## config.mk

```make
export PLATFORM = sky130hd
export DESIGN_NAME = bus_err_injector
export DESIGN_NICKNAME = d
export VERILOG_FILES = /design/src/rtl/bus_err_injector.sv
export SDC_FILE = /design/constraint.sdc
export NUM_CORES = 1
export LEC_CHECK = 0
export CORE_UTILIZATION = 39
export DETAILED_ROUTE_END_ITERATION = 6
export PLACE_DENSITY = 0.88
export SYNTH_ARGS = -nofsm -noshare
export SYNTH_HDL_FRONTEND = slang
export SYNTH_SLANG_ARGS = --single-unit
```

## constraint.sdc

```tcl
create_clock -name clk_i -period 5.35 [get_ports clk_i]
set_input_delay 1.07 -clock clk_i [delete_from_list [all_inputs] [get_ports clk_i]]
set_output_delay 1.07 -clock clk_i [all_outputs]
set_load 0.01 [all_outputs]
```

## src/rtl/bus_err_injector.sv

```systemverilog
// Response-path error injector: tags requests by address window and forces cfg_code_i onto their responses.
// Optional beat statistics counter enabled by defining BUS_ERR_INJ_STATS_EN.
module bus_err_injector #(
  parameter int AddrWidth      = 48,
  parameter int ErrBits        = 3,
  parameter int NumOutstanding = 4,
  parameter int NumChannels    = 1
) (
  input  logic                   clk_i,
  input  logic                   rst_i,
  input  logic [NumChannels-1:0] req_hs_valid_i,
  input  logic [AddrWidth-1:0]   req_addr_i,
  input  logic [NumChannels-1:0] rsp_hs_valid_i,
  input  logic [NumChannels-1:0] rsp_burst_last_i,
  input  logic [ErrBits-1:0]     rsp_err_i,
  output logic [ErrBits-1:0]     rsp_err_o,
  input  logic                   cfg_en_i,
  input  logic                   cfg_arm_i,
  input  logic [AddrWidth-1:0]   cfg_base_i,
  input  logic [AddrWidth-1:0]   cfg_mask_i,
  input  logic [ErrBits-1:0]     cfg_code_i,
  input  logic [15:0]            cfg_count_i,
  output logic                   inj_armed_o,
  output logic                   inj_done_o,
  output logic [15:0]            inj_remaining_o,
  output logic [NumChannels-1:0] tag_overflow_o,
  output logic [31:0]            inj_beats_o
);

  localparam int PtrW = (NumOutstanding > 1) ? $clog2(NumOutstanding) : 1;
  localparam int CntW = $clog2(NumOutstanding + 1);

  typedef enum logic [1:0] {
    ST_IDLE  = 2'd0,
    ST_ARMED = 2'd1,
    ST_DONE  = 2'd2
  } state_e;

  state_e      state_q, state_d;
  logic [15:0] remaining_q, remaining_d;
  logic        unlimited_q, unlimited_d;

  logic                   addr_match;
  logic                   tag_flag;
  logic                   tagged_push;
  logic [NumChannels-1:0] push_vec;
  logic [NumChannels-1:0] hit_vec;
  logic [NumChannels-1:0] ovf_vec;

  assign addr_match = ((req_addr_i ^ cfg_base_i) & cfg_mask_i) == '0;
  // Arm pulse wins over a simultaneous request: that request is pushed untagged.
  assign tag_flag   = (state_q == ST_ARMED) & cfg_en_i & addr_match & ~cfg_arm_i;

  // Per-channel tag FIFO; an overflowed channel is frozen in pass-through until reset.
  for (genvar c = 0; c < NumChannels; c++) begin : g_chan
    logic [NumOutstanding-1:0] mem_q;
    logic [PtrW-1:0]           wr_ptr_q;
    logic [PtrW-1:0]           rd_ptr_q;
    logic [CntW-1:0]           cnt_q;
    logic                      ovf_q;
    logic                      full;
    logic                      empty;
    logic                      push;
    logic                      pop;
    logic                      head_flag;

    assign full      = (cnt_q == CntW'(NumOutstanding));
    assign empty     = (cnt_q == '0);
    assign push      = req_hs_valid_i[c] & ~ovf_q & ~full;
    assign pop       = rsp_hs_valid_i[c] & rsp_burst_last_i[c] & ~ovf_q & ~empty;
    assign head_flag = mem_q[rd_ptr_q];

    // NOTE: sequential state uses non-blocking assignments so every register samples pre-edge values.
    always_ff @(posedge clk_i or posedge rst_i) begin
      if (rst_i) begin
        wr_ptr_q <= '0;
        rd_ptr_q <= '0;
        cnt_q    <= '0;
        ovf_q    <= 1'b0;
      end else begin
        if (req_hs_valid_i[c] && full) begin
          ovf_q <= 1'b1;
        end
        if (push) begin
          wr_ptr_q <= (wr_ptr_q == PtrW'(NumOutstanding - 1)) ? '0 : wr_ptr_q + PtrW'(1);
        end
        if (pop) begin
          rd_ptr_q <= (rd_ptr_q == PtrW'(NumOutstanding - 1)) ? '0 : rd_ptr_q + PtrW'(1);
        end
        if (push && !pop) begin
          cnt_q <= cnt_q + CntW'(1);
        end else if (pop && !push) begin
          cnt_q <= cnt_q - CntW'(1);
        end
      end
    end

    // NOTE: flag storage is not reset; the reset pointers and count make stale entries unreachable.
    always_ff @(posedge clk_i) begin
      if (push) begin
        mem_q[wr_ptr_q] <= tag_flag;
      end
    end

    assign push_vec[c] = push;
    assign ovf_vec[c]  = ovf_q;
    assign hit_vec[c]  = rsp_hs_valid_i[c] & ~ovf_q & ~empty & head_flag;
  end : g_chan

  assign tagged_push = (|push_vec) & tag_flag;
  assign rsp_err_o   = (|hit_vec) ? cfg_code_i : rsp_err_i;

  always_ff @(posedge clk_i or posedge rst_i) begin
    if (rst_i) begin
      state_q     <= ST_IDLE;
      remaining_q <= '0;
      unlimited_q <= 1'b0;
    end else begin
      state_q     <= state_d;
      remaining_q <= remaining_d;
      unlimited_q <= unlimited_d;
    end
  end

  // NOTE: every signal driven here gets a default first, so no path can infer a latch.
  always_comb begin
    state_d     = state_q;
    remaining_d = remaining_q;
    unlimited_d = unlimited_q;
    unique case (state_q)
      ST_IDLE: begin
        if (cfg_arm_i && cfg_en_i) begin
          state_d     = ST_ARMED;
          remaining_d = cfg_count_i;
          unlimited_d = (cfg_count_i == '0);
        end
      end
      ST_ARMED: begin
        if (!cfg_en_i) begin
          state_d = ST_IDLE;
        end else if (cfg_arm_i) begin
          remaining_d = cfg_count_i;
          unlimited_d = (cfg_count_i == '0);
        end else if (tagged_push && !unlimited_q) begin
          remaining_d = remaining_q - 16'd1;
          if (remaining_q == 16'd1) begin
            state_d = ST_DONE;
          end
        end
      end
      ST_DONE: begin
        if (!cfg_en_i) begin
          state_d = ST_IDLE;
        end else if (cfg_arm_i) begin
          state_d     = ST_ARMED;
          remaining_d = cfg_count_i;
          unlimited_d = (cfg_count_i == '0);
        end
      end
      default: state_d = ST_IDLE;
    endcase
  end

  assign inj_armed_o     = (state_q == ST_ARMED);
  assign inj_done_o      = (state_q == ST_DONE);
  assign inj_remaining_o = remaining_q;
  assign tag_overflow_o  = ovf_vec;

`ifdef BUS_ERR_INJ_STATS_EN
  logic [31:0] beats_q;

  always_ff @(posedge clk_i or posedge rst_i) begin
    if (rst_i) begin
      beats_q <= '0;
    end else if ((|hit_vec) && (beats_q != 32'hFFFF_FFFF)) begin
      beats_q <= beats_q + 32'd1;
    end
  end

  assign inj_beats_o = beats_q;
`else
  assign inj_beats_o = '0;
`endif

`ifndef SYNTHESIS
  a_req_onehot0: assert property (@(posedge clk_i) disable iff (rst_i) $onehot0(req_hs_valid_i));
  a_rsp_onehot0: assert property (@(posedge clk_i) disable iff (rst_i) $onehot0(rsp_hs_valid_i));
  a_code_nonzero: assert property (@(posedge clk_i) disable iff (rst_i)
                                   (state_q == ST_ARMED) |-> (cfg_code_i != '0));
`endif

endmodule

```

==> results.cfg, run 1 <==
[cts]
cts_made_buffers = 5
postCtsSetupRepairBufs = 0
ctsHoldBuffers = 0
cts_tree = yes
clkSinkCount = 31
clk_pin_slew_ns = 0.07
root_buffer = clkbuf_8
cts.htree.levels = 2
clk_path_buf_depth = 2
insertion_delay_ns = 0.28
cts_resized = 0

[floorplanning]
placementRows = 32
core_area_um2 = 7888
die_w_um = 93.39
ios = 227
initial_core_util_pct = 41.29
die_area_um2 = 8721
die_h_um = 93.39

[logic_synthesis]
synth.distinct_cells = 56
syn_area_um2 = 3257
ys_async_sr_fraction_pct = 87.10
synthCells = 376
synth_edf_count = 4
synth-seq-cells = 31
yosysWarnings = 0
synth_area_per_cell_um2 = 8.662
synthFlopType = dfrtp_1
ys_seq_area_share_pct = 24.43

[worst_setup_path]
slowest_stage = clkdlybuf4s50_1
crit_top_cell = clkdlybuf4s50_1
start_kind = primary input
cp-end-kind = primary output
cp_max_fo = 3
cp_top_family = buffers and inverters
critPathKind = primary input to primary output
path_buf_inv = 2
crit_chain = clkdlybuf4s50_1 -> nor3b_1 -> nand2_1 -> mux2_2 -> clkdlybuf4s50_1
cp_slowest_stage_delay_ns = 0.52
worstPathArrival_ns = 2.71
critPathRequiredTime_ns = 4.28

[timing]
skew_ns = 0.007456
fin_crit_sh_pct = 70.71
finalHoldViolCount = 0
rsz0062_at_grt = false
fmaxAchievable_mhz = 264.3
slew_violations = 0
fin_crit_ns = 3.783
tns_ns = 0
worst_slew_margin_rel_pct = 27.48
setup_viol = 0
max_slew.worst_pin.slew_ns = 1.087

[drt]
dr.pass1.iters = 5
antenna_left = 0
drc = 0
via_per_inst = 5.512
finalWirelength_mm = 11.73
vias = 3704
avgRoutedWirePerCell_um = 17.46
drtIter0Drc = 228

[grt]
grt_max_degree = 28
gr-total-overflow = 0
grt_pass1_wl_mm = 18.46
grtUsageTotal_pct = 27.36
grt_pass1_vias = 3729
antenna_found_initial = 0

[finish]
nets = 755
final_core_util_pct = 66.91
drive_gt1_share_pct = 5.088
area_delta_synth_final_pct = 62.04
antenna_cells = 0

[worst_hold_path]
hp-class = flop to flop

[run_status]
status = completed

[placement]
io_buffers = 194
detailed_place_hpwl_mm = 9.842
routabilityCongestion = 0.8716

[pwr]
ir_drop_v = 0.0001579
leakage_uw = 0.002115
finalPower_uw = 1522
power_density_nw_per_um2 = 288.4

[run]
max-cap-violations = 0
[layer usage]
metal,vias up,track usage [%],part of all wire (%)
met5,-,0,0
met4,0,6.538,2.1
met3,25,7.480,8.9
met2,191,48.90,51
met1,1745,32.34,38
li1,1743,-,-
[cells by family after synthesis]
logic type / count (synthesis) / synth area share [%]
other: 1 / 0.1151
DFF: 31 / 24.43
adders and majority gates: 13 / 5.225
buffers and inverters: 54 / 9.950
and+or+nand+nor: 127 / 23.40
AOI/OAI and AO/OA: 93 / 20.75
muxes: 6 / 2.420
xor gates and xnor gates: 51 / 13.71
[layout make-up]
type	instances	area, um2
clock buffer	7	86.33
clock inverter	1	5.005
fill	644	2610
inverter	12	45.04
multi-input combinational	322	2253
sequential	31	795.8
tap	102	127.6
timing repair buffer	197	1964
[power by group]
| part | internal, uW | leakage (uW) | switching (uW) |
|---|---|---|---|
| combinational | 454 | 0.00171 | 406 |
| sequential | 336 | 0.000360 | 134 |
| clock | 104 | 0.0000482 | 88.4 |
| total | 893 | 0.00212 | 629 |
[sequential cells by signal, summed over array words and instances, names as in the netlist]
name,cells
tag_overflow_o,1
inj_remaining_o,16
state_q,2
unlimited_q,1
g_chan.cnt_q,3
g_chan.rd_ptr_q,2
g_chan.mem_q,4
g_chan.wr_ptr_q,2
[final timing paths]
path / slack [ns] / cells past startpoint / from / endpoint
worst min-delay path: 0.49 / 1 / g_chan[0].cnt_q[2] / g_chan[0].cnt_q[2]
min in group asynchronous: 1.36 / 2 / rst_i / g_chan[0].rd_ptr_q[0]
worst max-delay path: 1.57 / 5 / rsp_hs_valid_i / rsp_err_o[0]
worst max register to register: 2.64 / 5 / inj_remaining_o[4] / inj_remaining_o[11]
worst min register to register: 0.49 / 1 / g_chan[0].cnt_q[2] / g_chan[0].cnt_q[2]
max in group asynchronous: 3.33 / 2 / rst_i / state_q[1]
[cell usage after synthesis (8+ instances only)]
master     n  area, um2
a21oi_1   12      60.06
a22oi_1   34      255.2
buf_4     32      240.2
clkbuf_1   8      30.03
dfrtp_1   27      675.7
ha_1      12      150.1
inv_1     12      45.04
nand2_1   25      93.84
nand3_1   11      55.05
nand4_1   11      68.82
nor2_1    14      52.55
nor3_1     9      45.04
nor4_1    11      68.82
o21ai_0   11      55.05
or3_1     10      62.56
or4_1      8      60.06
xor2_1    50      437.9
[layout by cell type, fill, tap and decap left out, drive strengths merged, types with 2 or more instances in the layout]
| cell | instances |
|---|---|
| clkbuf | 7 |
| and3 | 5 |
| o311ai | 2 |
| nand2 | 25 |
| buf | 3 |
| o22ai | 2 |
| a21o | 4 |
| a32o | 2 |
| o21ai | 11 |
| a22oi | 36 |
| and4 | 2 |
| or3 | 10 |
| edfxtp | 4 |
| xor2 | 50 |
| nor3 | 9 |
| nor2b | 2 |
| a2bb2oi | 2 |
| conb | 32 |
| mux2 | 5 |
| clkdlybuf4s50 | 194 |
| nand3b | 2 |
| ha | 12 |
| nand4 | 14 |
| or4 | 9 |
| o41ai | 2 |
| a31o | 5 |
| o211ai | 7 |
| nand3 | 11 |
| inv | 12 |
| nor2 | 14 |
| nor3b | 3 |
| and2 | 5 |
| a21oi | 12 |
| nor4 | 13 |
| nand2b | 2 |
| dfrtp | 27 |
[stage by stage]
step / cell area, um2 / worst slack [ns] / hold WS, ns / cells
after floorplan: 3373 / 2.360 / 0.4565 / 407
after global placement: 5186 / 1.603 / 0.4783 / 664
after detailed placement: 5186 / 1.536 / 0.4836 / 664
after CTS: 5278 / 1.543 / 0.4987 / 672
after global routing: 5278 / 1.502 / 0.5093 / 672
final: 5278 / 1.567 / 0.4923 / 672
(Power assumes the default switching activity.)
==> run 2: changes to the inputs <==
--- a/config.mk
+++ b/config.mk
@@ -5,9 +5,9 @@
 export SDC_FILE = /design/constraint.sdc
 export NUM_CORES = 1
 export LEC_CHECK = 0
-export CORE_UTILIZATION = 39
+export CORE_UTILIZATION = 36
 export DETAILED_ROUTE_END_ITERATION = 6
-export PLACE_DENSITY = 0.88
+export PLACE_DENSITY = 0.82
 export SYNTH_ARGS = -nofsm -noshare
 export SYNTH_HDL_FRONTEND = slang
 export SYNTH_SLANG_ARGS = --single-unit
==> constraint.sdc (replaced) <==
create_clock -name clk_i -period 3.54 [get_ports clk_i]
set_input_delay 0.708 -clock clk_i [delete_from_list [all_inputs] [get_ports clk_i]]
set_output_delay 0.708 -clock clk_i [all_outputs]
set_load 0.01 [all_outputs]
==> results.cfg, run 2 (synthesis gave the netlist of run 1 again) <==
[timing]
fmaxAchievable_mhz = 317.3
fin_crit_sh_pct = 89.03
rsz0062_at_grt = false
setup_viol = 0
worst_slew_margin_rel_pct = 30.45
finalHoldViolCount = 0
tns_ns = 0
skew_ns = 0.008406
fin_crit_ns = 3.152
slew_violations = 0
max_slew.worst_pin.slew_ns = 1.042

[placement]
detailed_place_hpwl_mm = 9.574
routabilityCongestion = 0.9458
placedCellCount = 672
placed_area_um2 = 5221
io_buffers = 194

[worst_hold_path]
hp-class = flop to flop
min_to = g_chan[0].cnt_q[2]
worstHoldPathCells = 1
min-delay-start = g_chan[0].cnt_q[2]

[grt]
gr-total-overflow = 0
grt_max_degree = 28
antenna_found_initial = 0
grtUsageTotal_pct = 23.18
grt_pass1_vias = 3725
grt_pass1_wl_mm = 17.75

[worst_setup_path]
reg2regPathDepth = 9
reg2reg_to = inj_remaining_o[9]
critPathRequiredTime_ns = 3.72
cp-end-kind = flop
start_kind = primary input
r2r_slack_ns = 0.96
r2r_start = state_q[1]
critPathKind = primary input to flop
cp_max_fo = 23
worstPathArrival_ns = 3.33

[cts]
clkSinkCount = 31
postCtsSetupRepairBufs = 0
cts_made_buffers = 5
ctsHoldBuffers = 0
insertion_delay_ns = 0.29
cts_tree = yes
root_buffer = clkbuf_8
clk_pin_slew_ns = 0.07
cts_resized = 0
clk_path_buf_depth = 2
cts.htree.levels = 2

[pwr]
power_density_nw_per_um2 = 443.8
ir_drop_v = 0.0003187
leakage_uw = 0.002144

[drt]
drtIter0Drc = 224
vias = 3693
antenna_left = 0
via_per_inst = 5.431
avgRoutedWirePerCell_um = 16.56
drc = 0
finalWirelength_mm = 11.26
dr.pass1.iters = 5

[floorplanning]
die_w_um = 97.12
initial_core_util_pct = 37.35
ios = 227
die_area_um2 = 9431
die_h_um = 97.12
placementRows = 34
core_area_um2 = 8721

[finish]
nets = 757
final_common_cell = clkdlybuf4s50_1
fin_cells = 680
antenna_cells = 0
drive_gt1_share_pct = 5.594
largest_reg_flops = 16
design_area_um2 = 5339
area_delta_synth_final_pct = 63.93
layout_common_cells = clkdlybuf4s50_1 (194), xor2_1 (50), a22oi_1 (34)
final_core_util_pct = 61.22

[run_status]
status = completed

[run]
max-cap-violations = 0
-- run 2: changes by cell type in the layout (fill, tap and decap cells not counted), sizes merged --
cell | before | now
clkbuf | 7 | 6
buf | 3 | 5
bufinv | 0 | 1
-- run 2: worst max path at each step --
stage | start | endpoint | slack [ns] | cells after the start
after floorplan | cfg_base_i[5] | state_q[0] | 0.91 | 7
after global placement | cfg_base_i[36] | inj_remaining_o[9] | 0.14 | 9
after detailed placement | cfg_base_i[36] | inj_remaining_o[9] | 0.12 | 9
after CTS | cfg_base_i[36] | inj_remaining_o[9] | 0.42 | 9
after global routing | cfg_base_i[36] | inj_remaining_o[9] | 0.24 | 9
final | cfg_base_i[36] | inj_remaining_o[9] | 0.39 | 9
-- run 2: area by class of cell --
cell class | count | area, um2
Clock buffer | 6 | 82.58
Clock inverter | 2 | 35.03
Fill cell | 779 | 3382
Inverter | 12 | 45.04
Multi-Input combinational cell | 322 | 2253
Sequential cell | 31 | 795.8
Tap cell | 108 | 135.1
Timing Repair Buffer | 199 | 1992
-- run 2: critical path: stages --
cell and delay, ns:
clkdlybuf4s50_1 0.41, xor2_1 0.16, a22oi_1 0.27, nand4_1 0.17, nor4_1 0.40, nand4_1 0.21
buf_12 0.21, or4_1 0.52, a31o_2 0.26
-- run 2: metrics by stage --
step / hold WS, ns / power [uW] / worst slack [ns]
after floorplan: 0.4565 / 1392 / 0.9119
after global placement: 0.4743 / 1940 / 0.1421
after detailed placement: 0.4835 / 1996 / 0.1166
after CTS: 0.4927 / 2364 / 0.4226
after global routing: 0.5063 / 2542 / 0.2411
final: 0.4909 / 2369 / 0.3883
-- run 2: per-layer routing --
layer,track usage [%],vias to the layer above,wire length (um)
met2,41.60,196,5823
met5,0,-,0
met4,5.281,0,153
li1,-,1749,-
met3,5.108,20,844
met1,28.11,1728,4444
-- run 2: power by group --
part	leakage (uW)	switching (uW)	internal [uW]
logic	0.00172	611	687
registers	0.000360	201	508
clock network	0.0000612	135	228
==> run 3: changes to the inputs <==
--- a/config.mk
+++ b/config.mk
@@ -7,7 +7,9 @@
 export LEC_CHECK = 0
 export CORE_UTILIZATION = 36
 export DETAILED_ROUTE_END_ITERATION = 6
+export MAX_ROUTING_LAYER = met4
 export PLACE_DENSITY = 0.82
+export SKIP_LAST_GASP = 1
 export SYNTH_ARGS = -nofsm -noshare
 export SYNTH_HDL_FRONTEND = slang
 export SYNTH_SLANG_ARGS = --single-unit
==> results.cfg, run 3 (synthesis gave the netlist of run 1 again) <==
[worst_setup_path]
r2r_start = inj_remaining_o[4]
critPathKind = primary input to flop
cp-end-kind = flop
reg2regPathDepth = 5
crit_end = inj_remaining_o[9]
reg2reg_to = state_q[0]
crit_chain = clkdlybuf4s50_1 -> xor2_1 -> a22oi_1 -> nand4_1 -> nor4_1 -> nand4_1 -> buf_12 -> or4_1 -> a31o_2
worstSetupStartpoint = req_addr_i[40]
start_kind = primary input
crit_top_cell = nand4_1
cp_slowest_stage_delay_ns = 0.50
slowest_stage = or4_1
cp_max_fo = 23
worstPathArrival_ns = 3.31
critPathRequiredTime_ns = 3.72
r2r_slack_ns = 0.92

[finish]
antenna_cells = 0
fin_cells = 680
nets = 757
largest_reg_flops = 16
area_delta_synth_final_pct = 63.93
layout_common_cells = clkdlybuf4s50_1 (194), xor2_1 (50), a22oi_1 (34)
drive_gt1_share_pct = 5.594
final_common_cell = clkdlybuf4s50_1
final_core_util_pct = 61.22

[floorplanning]
initial_core_util_pct = 37.35
die_h_um = 97.12
placementRows = 34
ios = 227
core_area_um2 = 8721
die_area_um2 = 9431
die_w_um = 97.12

[cts]
cts_tree = yes
clkSinkCount = 31
root_buffer = clkbuf_8
clk_path_buf_depth = 2
cts_resized = 0
cts.htree.levels = 2
postCtsSetupRepairBufs = 0
clk_pin_slew_ns = 0.07
ctsHoldBuffers = 0
insertion_delay_ns = 0.28
cts_made_buffers = 5

[timing]
finalHoldViolCount = 0
worst_slew_margin_rel_pct = 30.45
fmaxAchievable_mhz = 319.3
rsz0062_at_grt = false
slew_violations = 0
max_slew.worst_pin.slew_ns = 1.042
setup_viol = 0
tns_ns = 0
skew_ns = 0.006304
fin_crit_ns = 3.131
fin_crit_sh_pct = 88.46

[drt]
drc = 0
avgRoutedWirePerCell_um = 16.61
finalWirelength_mm = 11.30
dr.pass1.iters = 5
drtIter0Drc = 181
via_per_inst = 5.388
vias = 3664
antenna_left = 0

[pwr]
finalPower_uw = 2363
leakage_uw = 0.002144
power.clock.fraction_pct = 15.1
switchingPower_uw = 939.3
p_int_uw = 1423
p_seq_share_pct = 29.9
power_frac_comb_pct = 55.0
ir_drop_v = 0.0003053
power_density_nw_per_um2 = 442.6
switching_share_pct = 39.76

[grt]
grtUsageTotal_pct = 23.93
top_usage_layer = met2
grt_max_degree = 28
antenna_found_initial = 0
gr-total-overflow = 0
grt_pass1_wl_mm = 17.71
grt_pass1_vias = 3594
grtUsageMet1_pct = 28.79
global_route.usage.met2_pct = 41.50
met3_usage_pct = 3.885

[worst_hold_path]
hp-class = flop to flop
min-delay-start = g_chan[0].cnt_q[2]

[placement]
routabilityCongestion = 0.9364
io_buffers = 194
detailed_place_hpwl_mm = 9.643
placedCellCount = 672

[run_status]
status = completed

[run]
max-cap-violations = 0
## run 3: through the flow
stage	hold WS (ns)	setup WS (ns)	cell area [um2]
floorplan	0.4565	0.9119	3373
detailed placement	0.4834	0.09464	5221
finish	0.4910	0.4086	5339
CTS	0.4928	0.3928	5339
global placement	0.4777	0.1424	5221
global route	0.5055	0.2290	5339
## run 3: area by class of cell
type	count	area, um2
clock buffers	6	82.58
inverters	12	45.04
multi-input cells	322	2253
well taps	108	135.1
repair buffers	199	1992
flip-flops and latches	31	795.8
clock inverters	2	35.03
fillers	767	3382
## run 3: how the worst min path moves through the flow
stage	end	slack, ns	cells past startpoint
2_1_floorplan	g_chan[0].cnt_q[2]	0.46	1
3_3_place_gp	g_chan[0].cnt_q[2]	0.48	1
3_5_place_dp	g_chan[0].cnt_q[2]	0.48	1
4_1_cts	g_chan[0].cnt_q[2]	0.49	1
5_1_grt	g_chan[0].cnt_q[2]	0.51	1
6_report	g_chan[0].cnt_q[2]	0.49	1
## run 3: metal layers
| metal | part of all wire, % | wire (um) |
|---|---|---|
| met1 | 40 | 4463 |
| met2 | 52 | 5836 |
| met3 | 6.9 | 775 |
| met4 | 2.0 | 223 |
| met5 | 0 | 0 |
## run 3: power groups by stage
stage | registers [uW] | logic, uW | clock network [uW]
CTS | 705 | 1300 | 362
global placement | 694 | 1250 | 0
global route | 734 | 1420 | 382
finish | 708 | 1300 | 356
detailed placement | 707 | 1290 | 0
floorplan | 707 | 685 | 0
## run 3: worst max-delay path, delay by kind of cell
kind | cells | cell delay [ns]
AO/OA/AOI/OAI | 2 | 0.50
XOR/XNOR | 1 | 0.18
AND/OR/NAND/NOR | 4 | 1.28
buffers and inverters | 2 | 0.64
